<file path="config.mk">
export PLATFORM = sky130hd
export DESIGN_NAME = tiny_imem_loader
export DESIGN_NICKNAME = d
export VERILOG_FILES = /design/src/rtl/tiny_imem_loader.sv
export SDC_FILE = /design/constraint.sdc
export NUM_CORES = 1
export LEC_CHECK = 0
export BUFFER_PORTS_ARGS = -buffer_cell sky130_fd_sc_hd__buf_4
export CORE_AREA = 5 5 72 74
export DETAILED_ROUTE_END_ITERATION = 10
export DIE_AREA = 0 0 77 79
export PLACE_DENSITY = 0.69
export SYNTH_ARGS = -nofsm -noshare
export SYNTH_HDL_FRONTEND = slang
export SYNTH_SLANG_ARGS = --single-unit
</file>
<file path="constraint.sdc">
create_clock -name clk -period 2.4 [get_ports clk]
set_input_delay 0.12 -clock clk [delete_from_list [all_inputs] [get_ports clk]]
set_output_delay 0.12 -clock clk [all_outputs]
set_load 0.01 [all_outputs]
</file>
<file path="src/rtl/tiny_imem_loader.sv">
// Serial instruction-memory loader.
// Holds the CPU in reset while bytes arrive and verifies a trailing checksum.
module tiny_imem_loader #(
  parameter int NUM_WORDS = 16,
  parameter int ADDR_W    = 4
) (
  input  logic              clk,
  input  logic              rst,
  input  logic              load_en,
  input  logic              ser_clk,
  input  logic              ser_data,
  output logic              wr_en,
  output logic [ADDR_W-1:0] wr_addr,
  output logic [7:0]        wr_data,
  output logic              cpu_hold,
  output logic              done,
  output logic              err
);

  localparam logic [ADDR_W-1:0] LAST = ADDR_W'(NUM_WORDS - 1);

  typedef enum logic [2:0] {
    IDLE,
    RECV,
    WRITE,
    CHECK,
    FIN
  } state_t;

  state_t state;

  logic load_s1, load_s2;
  logic sclk_s1, sclk_s2, sclk_d;
  logic data_s1, data_s2;

  logic [2:0]        bit_cnt;
  logic [ADDR_W-1:0] word_cnt;
  logic [7:0]        csum;
  logic [7:0]        shreg;

  logic       bit_ev;
  logic [7:0] nxt_byte;

  assign bit_ev   = sclk_s2 & ~sclk_d;
  assign nxt_byte = {shreg[6:0], data_s2};

  // Two-flop synchronizers for all pins plus a delay flop for strobe edges
  always_ff @(posedge clk) begin
    if (rst) begin
      load_s1 <= 1'b0;
      load_s2 <= 1'b0;
      sclk_s1 <= 1'b0;
      sclk_s2 <= 1'b0;
      sclk_d  <= 1'b0;
      data_s1 <= 1'b0;
      data_s2 <= 1'b0;
    end else begin
      load_s1 <= load_en;
      load_s2 <= load_s1;
      sclk_s1 <= ser_clk;
      sclk_s2 <= sclk_s1;
      sclk_d  <= sclk_s2;
      data_s1 <= ser_data;
      data_s2 <= data_s1;
    end
  end

  // Session FSM with registered outputs
  always_ff @(posedge clk) begin
    if (rst) begin
      state    <= IDLE;
      bit_cnt  <= '0;
      word_cnt <= '0;
      csum     <= '0;
      shreg    <= '0;
      wr_en    <= 1'b0;
      wr_addr  <= '0;
      wr_data  <= '0;
      cpu_hold <= 1'b0;
      done     <= 1'b0;
      err      <= 1'b0;
    end else begin
      wr_en <= 1'b0;
      unique case (state)
        IDLE: begin
          if (load_s2) begin
            state    <= RECV;
            done     <= 1'b0;
            err      <= 1'b0;
            bit_cnt  <= '0;
            word_cnt <= '0;
            csum     <= '0;
            cpu_hold <= 1'b1;
          end
        end
        RECV: begin
          if (!load_s2) begin
            state    <= IDLE;
            err      <= 1'b1;
            cpu_hold <= 1'b0;
          end else if (bit_ev) begin
            shreg   <= nxt_byte;
            bit_cnt <= bit_cnt + 3'd1;
            if (bit_cnt == 3'd7) begin
              state   <= WRITE;
              wr_en   <= 1'b1;
              wr_addr <= word_cnt;
              wr_data <= nxt_byte;
            end
          end
        end
        WRITE: begin
          csum <= csum + wr_data;
          if (word_cnt < LAST) begin
            word_cnt <= word_cnt + 1'b1;
          end
          if (bit_ev) begin
            shreg   <= nxt_byte;
            bit_cnt <= bit_cnt + 3'd1;
          end
          if (!load_s2) begin
            state    <= IDLE;
            err      <= 1'b1;
            cpu_hold <= 1'b0;
          end else if (word_cnt < LAST) begin
            state <= RECV;
          end else begin
            state <= CHECK;
          end
        end
        CHECK: begin
          if (!load_s2) begin
            state    <= IDLE;
            err      <= 1'b1;
            cpu_hold <= 1'b0;
          end else if (bit_ev) begin
            shreg   <= nxt_byte;
            bit_cnt <= bit_cnt + 3'd1;
            if (bit_cnt == 3'd7) begin
              state    <= FIN;
              cpu_hold <= 1'b0;
              if (nxt_byte == csum) begin
                done <= 1'b1;
              end else begin
                err <= 1'b1;
              end
            end
          end
        end
        FIN: begin
          if (!load_s2) begin
            state <= IDLE;
          end
        end
        default: begin
          state    <= IDLE;
          cpu_hold <= 1'b0;
        end
      endcase
    end
  end

endmodule

</file>
======== After elaboration in Yosys (flattened, before gate mapping) ========
Index checks and enable logic that the tools add are counted.
word-level totals
  word-level logic and storage cells ...... 108
  flip-flop bits (word level) ............. 49
  output and inout port bits .............. 16
operators by class
  reduce and logical (&&, ||, !) cells .... 18
  bitwise operators ....................... 6
  eq/ne operators ......................... 20
  muxes and demuxes ....................... 42
  magnitude comparators ................... 1
  add/sub/neg operators ................... 3
operators by type and width
  cell                                               number
  2-to-1 mux 3 bit                                   11
  one-hot mux 8 bit (2 select lines)                 2
  2-to-1 mux 8 bit                                   3
  AND reduction 6 bit                                3
  2-to-1 mux 1 bit                                   16
  != test 2 bit, second input constant               8
  != test 3 bit, second input constant               5
  one-hot mux 3 bit (5 select lines)                 1
  one-hot mux 3 bit (3 select lines)                 1
  adder 8 bit                                        1
  == test 8 bit                                      1
  2-to-1 mux 4 bit                                   2
  one-hot mux 4 bit (2 select lines)                 1
  == test 3 x 2 -> 1 bit, second input constant      2
  == test 3 bit, second input constant               2
  AND reduction 3 bit                                2
  nonzero test 2 bit                                 3
  nonzero test 3 bit                                 2
  inverter 1 bit                                     5
  AND reduction 5 bit                                1
  adder 4 x 1 -> 4 bit, second input constant        1
  less-than comparator 4 bit, second input constant  1
  2-to-1 mux 2 bit                                   2
  one-hot mux 1 bit (4 select lines)                 1
  11 further kinds                                   13

======== Longest topological paths before layout ========
Gate-level depths: netlist (run 1).
  depth in word-level cells ............... 6
  depth in mapped cells ................... 7
  depth with buffers taken out ............ 7

======== Worst setup path before layout (run 1) ========
OpenSTA, ideal clock, no wires.
  path kind ............................... register -> register
  start ................................... reg wr_data[0]
  end ..................................... reg csum[6]
  cell stages (with the launch flop) ...... 8
  path buffers ............................ 0
  slack ................................... 590 ps
  arrival ................................. 1723 ps
  period minus slack after synthesis ...... 1810 ps
  setup time .............................. 87 ps
  cell sequence ........................... dfxtp_1 ha_1 fa_1 a21o_1 a21oi_1 o211ai_1 xnor2_1 o31ai_1
on the way
  longest elaborated chain between the ends .. 2
ends and longest elaborated chain
  item                                RTL line  source
  from (decl)                         14        output logic [7:0] wr_data,
  from (signal assigned)              108       wr_data <= nxt_byte;
  adder 8 bit                         113       csum <= csum + wr_data;
  one-hot mux 8 bit (2 select lines)  84        unique case (state)
  to (signal assigned)                113
  to (decl)                           38        logic [7:0] csum;
No other way between the ends.
A chain may end at the register's enable or synchronous reset.

======== Worst setup path after layout (run 1) ========
Same ends and word-level chain as after synthesis.

==> results.json, run 1 <==
{
  "antenna_left": 0,
  "layout_commonest_cell": "dfxtp_1",
  "crit_arrival_ns": 2.12,
  "dieArea_mm2": 0.00608,
  "power.share.sequential_pct": 54.2,
  "clkPwrFrac_pct": 42.7,
  "finalMaxSlewViolations": 0,
  "postCtsHoldBufs": 0,
  "synth_ff_type": "dfxtp_1",
  "critPathTopFamily": "compound AO/OA/AOI/OAI gates",
  "fp.coreArea_mm2": 0.00454,
  "cp.buffers_inverters": 0,
  "intPower_uw": 1190,
  "post-route-period-util_pct": 78.9,
  "initial_core_util_pct": 49.0,
  "insertedDiodeCount": 0,
  "fin_worst_skew_ns": 0.00997,
  "reg2reg_slack_ns": 0.51,
  "path_class": "flop to flop",
  "io_buffers": 20,
  "numCtsBuffers": 5,
  "finalHoldViolCount": 0,
  "netlist_instances": 237,
  "std_cell_rows": 25,
  "ctsHtreeMaxLevel": 2,
  "insertion_delay_ns": 0.31,
  "drcViolationCount": 0,
  "ys_types": 41,
  "drive_gt1_share_pct": 13.6,
  "area_growth_pct": 13.6,
  "dp_hpwl_um": 3020,
  "crit_chain": "ha_1 > fa_1 > a21o_1 > a21oi_1 > o211ai_1 > xnor2_1 > o31ai_1",
  "antenna_found_initial": 0,
  "dpl_cell_area_mm2": 0.00240,
  "avgSynthCellArea_um2": 9.38,
  "syn-cell-area_mm2": 0.00222,
  "vdd_drop_max_mv": 0.385,
  "period_needed_ns": 1.89,
  "io_pins": 21,
  "drt-wirelength-per-cell_um": 14.0,
  "post_cts_buffers": 0,
  "slowest_delay_ns": 0.42,
  "drt-total-wl_um": 4350,
  "grt_max_degree": 46,
  "grt_pass1_wl_um": 7760,
  "cts_resized": 0,
  "rsz0062_at_grt": "false",
  "async_reset_ff_share_pct": 0,
  "dieHeight_um": 79,
  "end_kind": "flop",
  "clk_pin_slew_ns": 0.09,
  "synth_edf_count": 0,
  "fin_setup_tns_ns": 0,
  "fillers": 427,
  "p_leak_uw": 0.00112,
  "crit_slowest_cell": "fa_1",
  "vias_per_cell": 5.38,
  "grt_pass1_vias": 1601,
  "die_x_um": 77,
  "status": "finished, final reports clean",
  "final_cell_mix": "dfxtp_1, nor2_1, buf_4",
  "fmax_mhz": 528,
  "swShare_pct": 20.3,
  "dr_total_vias": 1672,
  "crit_fanout": 3,
  "cts_root_buf": "clkbuf_8",
  "power_density_mw_per_mm2": 591,
  "drt_iter0_markers": 116,
  "p_comb_share_pct": 3.1,
  "cap_violations": 0,
  "clockBufferDepth": 2,
  "ys_ff_latch": 48,
  "worst_hold_path_type": "primary input to flop",
  "tightestPinTransition_ns": 0.586,
  "seq_area_frac_synth_pct": 43.2,
  "grt_overflow": 0,
  "gr-usage-all-layers_pct": 15.9,
  "cts_num_sinks": 48,
  "critPathRequiredTime_ns": 2.63,
  "cts_tree": "done",
  "slew_headroom_pct": 60.8,
  "p_total_uw": 1490,
  "synth_warnings": 0,
  "power.switching_uw": 304,
  "final-setup-viol-count": 0,
  "final_net_count": 272,
  "synth_fp_nets": 253,
  "firstDrtPassIters": 4,
  "crit_path_start_kind": "flop",
  "final_area_mm2": 0.00252,
  "holdWs_ns": 0.0230,
  "place_congestion": 0.826
}
state kept, by name (all words and copies together) (netlist names):
name      flops
sclk_s2       1
sclk_s1       1
data_s1       1
load_s1       1
data_s2       1
word_cnt      4
load_s2       1
state         3
sclk_d        1
wr_addr       4
shreg         7
wr_data       8
cpu_hold      1
bit_cnt       3
done          1
err           1
wr_en         1
csum          8
worst paths after layout:
kind               from      end  depth (start not counted)
max          wr_data[0]  csum[6]                          7
min             ser_clk  sclk_s1                          2
min reg2reg     load_s1  load_s2                          1
max reg2reg  wr_data[0]  csum[6]                          7
power by group through the flow:
stage | combinational (uW) | clock, uW | sequential [uW]
after floorplan | 33.2 | 0 | 826
after global placement | 46.0 | 0 | 827
after detailed placement | 46.9 | 0 | 827
after CTS | 47.1 | 651 | 809
after global routing | 51.9 | 696 | 810
final | 46.3 | 638 | 808
kinds of logic (layout without fill, tap and decap cells):
logic type	count (synthesis)	count (layout)	synth area share (%)
compound gates	36	36	11.0
xor+xnor	16	16	6.31
fa+ha+maj	11	11	6.53
buf+inv	11	31	2.59
flops	48	48	43.2
mux	20	20	9.01
simple gates	95	95	21.3
per-layer routing:
layer / part of all wire [%] / vias up / track usage, %
met5: 0 / - / 0
met4: 1.7 / 0 / 6.70
met2: 44 / 37 / 23.9
met3: 4.7 / 5 / 5.33
li1: - / 854 / -
met1: 50 / 776 / 20.9
Yosys cell counts, drive strengths merged, types with 2 or more instances:
cell    instances  area (um2)
inv             2        7.51
nand2b          3        18.8
nand2          20        75.1
nor2           35         131
xnor2          11        96.3
a21oi          14        70.1
a21o            3        22.5
nand3b          2        15.0
nor3            4        20.0
o31ai           3        22.5
o21ai           2        10.0
ha             10         125
buf             4        31.3
xor2            5        43.8
nand3          10        50.1
clkbuf          5        18.8
nor2b           8        57.6
nand4           2        12.5
a211oi          2        27.5
nor3b           3        27.5
o21a            4        30.0
a22oi           5        37.5
mux2i          20         200
dfxtp          48         961
worst register-to-register path: stages, from the launching register on:
cell and delay [ns]:
dfxtp_1 0.33, ha_1 0.23, fa_1 0.42, a21o_1 0.18, a21oi_1 0.21, o211ai_1 0.15
xnor2_1 0.14, o31ai_1 0.17
cell type report:
cell class                      instances  area [um2]  share of cell area (%)
Inverter                                2        7.51                   0.297
Timing Repair Buffer                   21         158                    6.25
Clock inverter                          1        30.0                    1.19
Sequential cell                        48         961                    38.1
Clock buffer                            7        96.3                    3.82
Tap cell                               54        67.6                    2.68
Multi-Input combinational cell        178        1200                    47.7
stage by stage:
step           setup slack, ns  std cells  util (%)
6_report                 0.506        311      55.6
5_1_grt                  0.354        311      55.6
4_1_cts                  0.494        311      55.6
3_5_place_dp             0.540        303      52.9
3_3_place_gp             0.557        303      52.9
2_1_floorplan            0.590        237         -
Power figures use the tool's default switching activity.
==> run 2, diff against run 1 <==
--- a/config.mk
+++ b/config.mk
@@ -5,11 +5,12 @@
 export SDC_FILE = /design/constraint.sdc
 export NUM_CORES = 1
 export LEC_CHECK = 0
+export ABC_AREA = 1
 export BUFFER_PORTS_ARGS = -buffer_cell sky130_fd_sc_hd__buf_4
-export CORE_AREA = 5 5 72 74
+export CORE_AREA = 5 5 73 75
 export DETAILED_ROUTE_END_ITERATION = 10
-export DIE_AREA = 0 0 77 79
-export PLACE_DENSITY = 0.69
+export DIE_AREA = 0 0 78 80
+export PLACE_DENSITY = 0.7
 export SYNTH_ARGS = -nofsm -noshare
 export SYNTH_HDL_FRONTEND = slang
 export SYNTH_SLANG_ARGS = --single-unit
==> constraint.sdc (replaced) <==
create_clock -name clk -period 1.8 [get_ports clk]
set_input_delay 0.09 -clock clk [delete_from_list [all_inputs] [get_ports clk]]
set_output_delay 0.09 -clock clk [all_outputs]
set_load 0.01 [all_outputs]
==> results.json, run 2 <==
{
  "avgSynthCellArea_um2": 7.11,
  "period_needed_ns": 1.59,
  "antenna_found_initial": 0,
  "cts_root_buf": "clkbuf_8",
  "yosysMostFrequentCell": "nand2_1",
  "final_core_utilization_pct": 58.8,
  "async_reset_ff_share_pct": 0,
  "synth_warnings": 0,
  "syn-cell-area_mm2": 0.00233,
  "synth_fp_nets": 344,
  "multiInputGateArea_mm2": 0.00113,
  "fillers": 396,
  "crit_arrival_ns": 1.83,
  "p_leak_uw": 0.00124,
  "post_cts_buffers": 0,
  "drcViolationCount": 0,
  "synth_edf_count": 0,
  "synth_top_area_cell": "dfxtp_1",
  "netlist_instances": 328,
  "synthTopCellsByArea": "dfxtp_1, nand2_1, a21oi_1",
  "clk_pin_slew_ns": 0.09,
  "ys_types": 33,
  "crit_fanout": 22,
  "place_congestion": 0.833,
  "cp_common_cell": "ha_1",
  "yosys-top-cells-count": "nand2_1, dfxtp_1, inv_1",
  "initial_core_util_pct": 50.7,
  "seq_area_frac_synth_pct": 41.2,
  "numCtsBuffers": 5,
  "tightestPinTransition_ns": 0.459,
  "grt_pass1_vias": 1988,
  "fmax_mhz": 628,
  "grt_max_degree": 26,
  "cts_tree": "done",
  "dp_hpwl_um": 3640,
  "std_cell_rows": 25,
  "critPathRequiredTime_ns": 2.04,
  "ys_ff_latch": 48,
  "final_cell_mix": "nand2_1, inv_1, dfxtp_1",
  "die_x_um": 78,
  "dieArea_mm2": 0.00624,
  "p_total_uw": 2220,
  "dpl_cell_area_mm2": 0.00256,
  "final-setup-viol-count": 0,
  "fp.coreArea_mm2": 0.00460,
  "path_class": "flop to flop",
  "insertedDiodeCount": 0,
  "antenna_left": 0,
  "grt_overflow": 0,
  "vdd_drop_max_mv": 0.526,
  "yosys.area.top_type_share_pct": 41.2,
  "slew_headroom_pct": 69.3,
  "cap_violations": 0,
  "insertion_delay_ns": 0.31,
  "layout_commonest_cell": "nand2_1",
  "grt_pass1_wl_um": 8730,
  "crit_slowest_cell": "dfxtp_1",
  "finalHoldViolCount": 0,
  "slowest_delay_ns": 0.37,
  "dieHeight_um": 80,
  "fin_worst_skew_ns": 0.00918,
  "gr-usage-all-layers_pct": 17.3,
  "io_pins": 21,
  "drt-wirelength-per-cell_um": 12.2,
  "drt-total-wl_um": 4990,
  "power_density_mw_per_mm2": 820,
  "final_area_mm2": 0.00271,
  "worst_hold_path_type": "primary input to flop",
  "holdWs_ns": 0.250,
  "vias_per_cell": 5.02,
  "crit_path_start_kind": "flop",
  "status": "finished, final reports clean",
  "area_growth_pct": 15.9,
  "final-seq-area_um2": 961,
  "final_net_count": 371,
  "drive_gt1_share_pct": 13.2,
  "cts_num_sinks": 48,
  "post-route-period-util_pct": 88.5,
  "io_buffers": 20,
  "crit_chain": "ha_1 > ha_1 > inv_1 > nor2_1 > nand2_1 > clkinv_4 > o21ai_0 > a21oi_1",
  "firstDrtPassIters": 5,
  "end_kind": "flop",
  "rsz0062_at_grt": "false",
  "ctsHtreeMaxLevel": 2,
  "fin_setup_tns_ns": 0,
  "dr_total_vias": 2058,
  "synth_ff_type": "dfxtp_1",
  "drt_iter0_markers": 113,
  "largestRegisters": "csum x8, wr_data x8, shreg x7",
  "clockBufferDepth": 2,
  "finalMaxSlewViolations": 0
}
[run 2: changes by cell type after synthesis, moves of 10 or more]
| cell | change |
|---|---|
| mux2i_1 | -20 |
| o21ai_0 | +21 |
| nand2_1 | +52 |
| a21oi_1 | +24 |
| inv_1 | +46 |
| xnor2_1 | -10 |
[run 2: worst paths after layout]
check / slack, ns / depth (start not counted) / end / start
worst max-delay path: 0.21 / 8 / wr_data[7] / bit_cnt[0]
worst min-delay path: 0.25 / 3 / csum[4] / rst
worst max register to register: 0.21 / 8 / wr_data[7] / bit_cnt[0]
worst min register to register: 0.41 / 2 / load_s2 / load_s1
[run 2: power breakdown]
group | switching, uW | internal [uW] | total [uW]
Sequential | 44.9 | 1100 | 1150
Combinational | 178 | 117 | 295
Clock | 365 | 411 | 776
Total | 588 | 1630 | 2220
[run 2: layout make-up]
| class | count | share of cell area [%] |
|---|---|---|
| Clock buffer | 5 | 2.54 |
| Tap cell | 54 | 2.50 |
| Timing Repair Buffer | 28 | 8.51 |
| Clock inverter | 3 | 1.57 |
| Inverter | 52 | 7.49 |
| Sequential cell | 48 | 35.5 |
| Multi-Input combinational cell | 220 | 41.9 |
[run 2: cells by family after synthesis]
family | Yosys count | synth area share [%]
AO/OA/AOI/OAI | 73 | 17.1
flip-flops | 48 | 41.2
adder cells (fa/ha/maj) | 11 | 6.22
buffers and inverters | 60 | 10.3
AND/OR/NAND/NOR | 134 | 24.5
XOR/XNOR | 2 | 0.751
[run 2: critical path, delay by kind of cell (launching register included)]
kind            cells  cell delay, ns
simple gates        2            0.41
flops               1            0.37
fa+ha+maj           2            0.29
buf+inv             2            0.21
compound gates      2            0.25
[run 2: repair_timing]
action / 4_1_cts / 5_1_grt
hold buffers: 3 / 0
endpoints found under the setup margin: 0 / 10
gates resized for setup: 0 / 3
hold endpoints to repair: 3 / 0
[run 2: per-layer routing]
metal	up-vias	part of all wire (%)	wire length [um]	track usage, %
met5	-	0	0	0
li1	1099	-	-	-
met2	53	46	2310	29.0
met4	0	1.9	97	8.28
met1	897	47	2360	21.2
met3	9	4.5	226	3.16
[run 2: through the flow]
step / worst slack [ns] / instances
CTS: 0.0988 / 410
finish: 0.207 / 410
floorplan: 0.324 / 328
global route: 0.0191 / 410
global placement: 0.223 / 399
detailed placement: 0.142 / 399
==> run 3, diff against run 2 <==
--- a/config.mk
+++ b/config.mk
@@ -7,10 +7,10 @@
 export LEC_CHECK = 0
 export ABC_AREA = 1
 export BUFFER_PORTS_ARGS = -buffer_cell sky130_fd_sc_hd__buf_4
-export CORE_AREA = 5 5 73 75
+export CORE_AREA = 5 5 70 72
 export DETAILED_ROUTE_END_ITERATION = 10
-export DIE_AREA = 0 0 78 80
-export PLACE_DENSITY = 0.7
+export DIE_AREA = 0 0 75 77
+export PLACE_DENSITY = 0.76
 export SYNTH_ARGS = -nofsm -noshare
 export SYNTH_HDL_FRONTEND = slang
 export SYNTH_SLANG_ARGS = --single-unit
==> results.json, run 3 (synthesized netlist as in run 2, its figures left out) <==
{
  "cp.buffers_inverters": 0,
  "startpoint": "csum[2]",
  "final_net_count": 369,
  "grt_max_degree": 27,
  "place_congestion": 0.828,
  "antenna_found_initial": 0,
  "met3WireLength_um": 195,
  "clk_pin_slew_ns": 0.08,
  "top_layer": "met4",
  "clockBufferDepth": 2,
  "cap_violations": 0,
  "finalMaxSlewViolations": 0,
  "crit_arrival_ns": 1.79,
  "finalNonFillerCells": 406,
  "drive_gt1_share_pct": 12.4,
  "min_from": "rst",
  "critPathRequiredTime_ns": 1.98,
  "fin_worst_skew_ns": 0.00314,
  "dr_total_vias": 2103,
  "finalHoldViolCount": 0,
  "initial_core_util_pct": 55.1,
  "rsz0062_at_grt": "false",
  "crit_chain": "ha_1 > nand3_1 > nand3_1 > a21oi_1 > or2_2 > nand3_1 > a21oi_1",
  "die_x_um": 75,
  "cp_common_cell": "nand3_1",
  "largestRegisters": "csum x8, wr_data x8, shreg x7",
  "grt_pass1_vias": 2038,
  "dieHeight_um": 77,
  "io_buffers": 20,
  "holdWs_ns": 0.159,
  "p_leak_uw": 0.00123,
  "insertedDiodeCount": 0,
  "met2WireLength_um": 2430,
  "status": "finished, final reports clean",
  "dp_hpwl_um": 3780,
  "crit_fanout": 6,
  "vdd_drop_max_mv": 0.567,
  "final-setup-viol-count": 0,
  "vias_per_cell": 5.18,
  "drt-wirelength-per-cell_um": 12.2,
  "grt_overflow": 0,
  "gr-usage-all-layers_pct": 19.3,
  "slowest_delay_ns": 0.39,
  "insertion_delay_ns": 0.29,
  "std_cell_rows": 24,
  "post_cts_buffers": 0,
  "final_cell_mix": "nand2_1, inv_1, dfxtp_1",
  "cts_root_buf": "clkbuf_8",
  "grt_pass1_wl_um": 8890,
  "fp.coreArea_mm2": 0.00423,
  "dp.cells": 395,
  "critPathTopFamily": "simple AND/OR/NAND/NOR gates",
  "path_class": "flop to flop",
  "post-route-period-util_pct": 89.5,
  "dieArea_mm2": 0.00578,
  "crit_slowest_cell": "ha_1",
  "pre_cts_ws_ns": 0.129,
  "timing.rr.start": "csum[2]",
  "io_pins": 21,
  "area_growth_pct": 15.0,
  "wl_met1_um": 2260,
  "drt_iter0_markers": 105,
  "power_density_mw_per_mm2": 810,
  "period_needed_ns": 1.61,
  "fmax_mhz": 621,
  "tightestPinTransition_ns": 0.425,
  "numCtsBuffers": 5,
  "cts_num_sinks": 48,
  "crit_path_start_kind": "flop",
  "layout_commonest_cell": "nand2_1",
  "drt-total-wl_um": 4940,
  "cts_tree": "done",
  "slew_headroom_pct": 71.6,
  "antenna_left": 0,
  "drcViolationCount": 0,
  "finalWorstSetupSlack_ns": 0.189,
  "end_kind": "flop",
  "ctsHtreeMaxLevel": 2,
  "fin_setup_tns_ns": 0,
  "worst_hold_path_type": "primary input to flop",
  "firstDrtPassIters": 4
}
==> run 3: cell types whose count changed in the layout (fill, tap and decap cells not counted) <==
cell	change
buf_4	-2
clkbuf_1	+1
clkinvlp_4	-1
==> run 3: metal layers <==
layer / up-vias / global-route usage [%]
li1: 1094 / -
met1: 960 / 25.6
met2: 40 / 30.9
met3: 9 / 4.18
met4: 0 / 5.69
met5: - / 0
==> run 3: final cells by class <==
type	count	area [um2]
fillers	392	1550
clock inverters	2	35.0
multi-input cells	220	1130
flip-flops and latches	48	961
clock buffers	6	72.6
inverters	52	203
well taps	52	65.1
repair buffers	26	215
==> run 3: path summary, 6_finish.rpt <==
kind | endpoint | slack (ns) | depth (start not counted)
worst min-delay path | sclk_s1 | 0.16 | 2
worst min register to register | load_s2 | 0.41 | 2
worst max register to register | csum[5] | 0.19 | 7
worst max-delay path | csum[5] | 0.19 | 7
==> run 3: through the flow <==
| stage | total power (uW) | util, % | cell area, um2 |
|---|---|---|---|
| 6_report | 2170 | 63.4 | 2680 |
| 3_5_place_dp | 1440 | 60.0 | 2540 |
| 4_1_cts | 2200 | 63.3 | 2680 |
| 2_1_floorplan | 1360 | - | 2330 |
| 5_1_grt | 2300 | 63.4 | 2680 |
| 3_3_place_gp | 1430 | 60.0 | 2540 |
==> run 3: power by group <==
group | switching, uW | total, uW | leakage, uW | internal [uW]
clock | 338 | 750 | 0.0000552 | 412
combinational | 173 | 277 | 0.000791 | 104
sequential | 44.1 | 1150 | 0.000389 | 1100
==> run 3: repair_timing <==
action	4_1_cts	5_1_grt
gates resized for setup	0	3
hold buffers	3	0
endpoints found under the setup margin	0	11
hold endpoints to repair	3	0
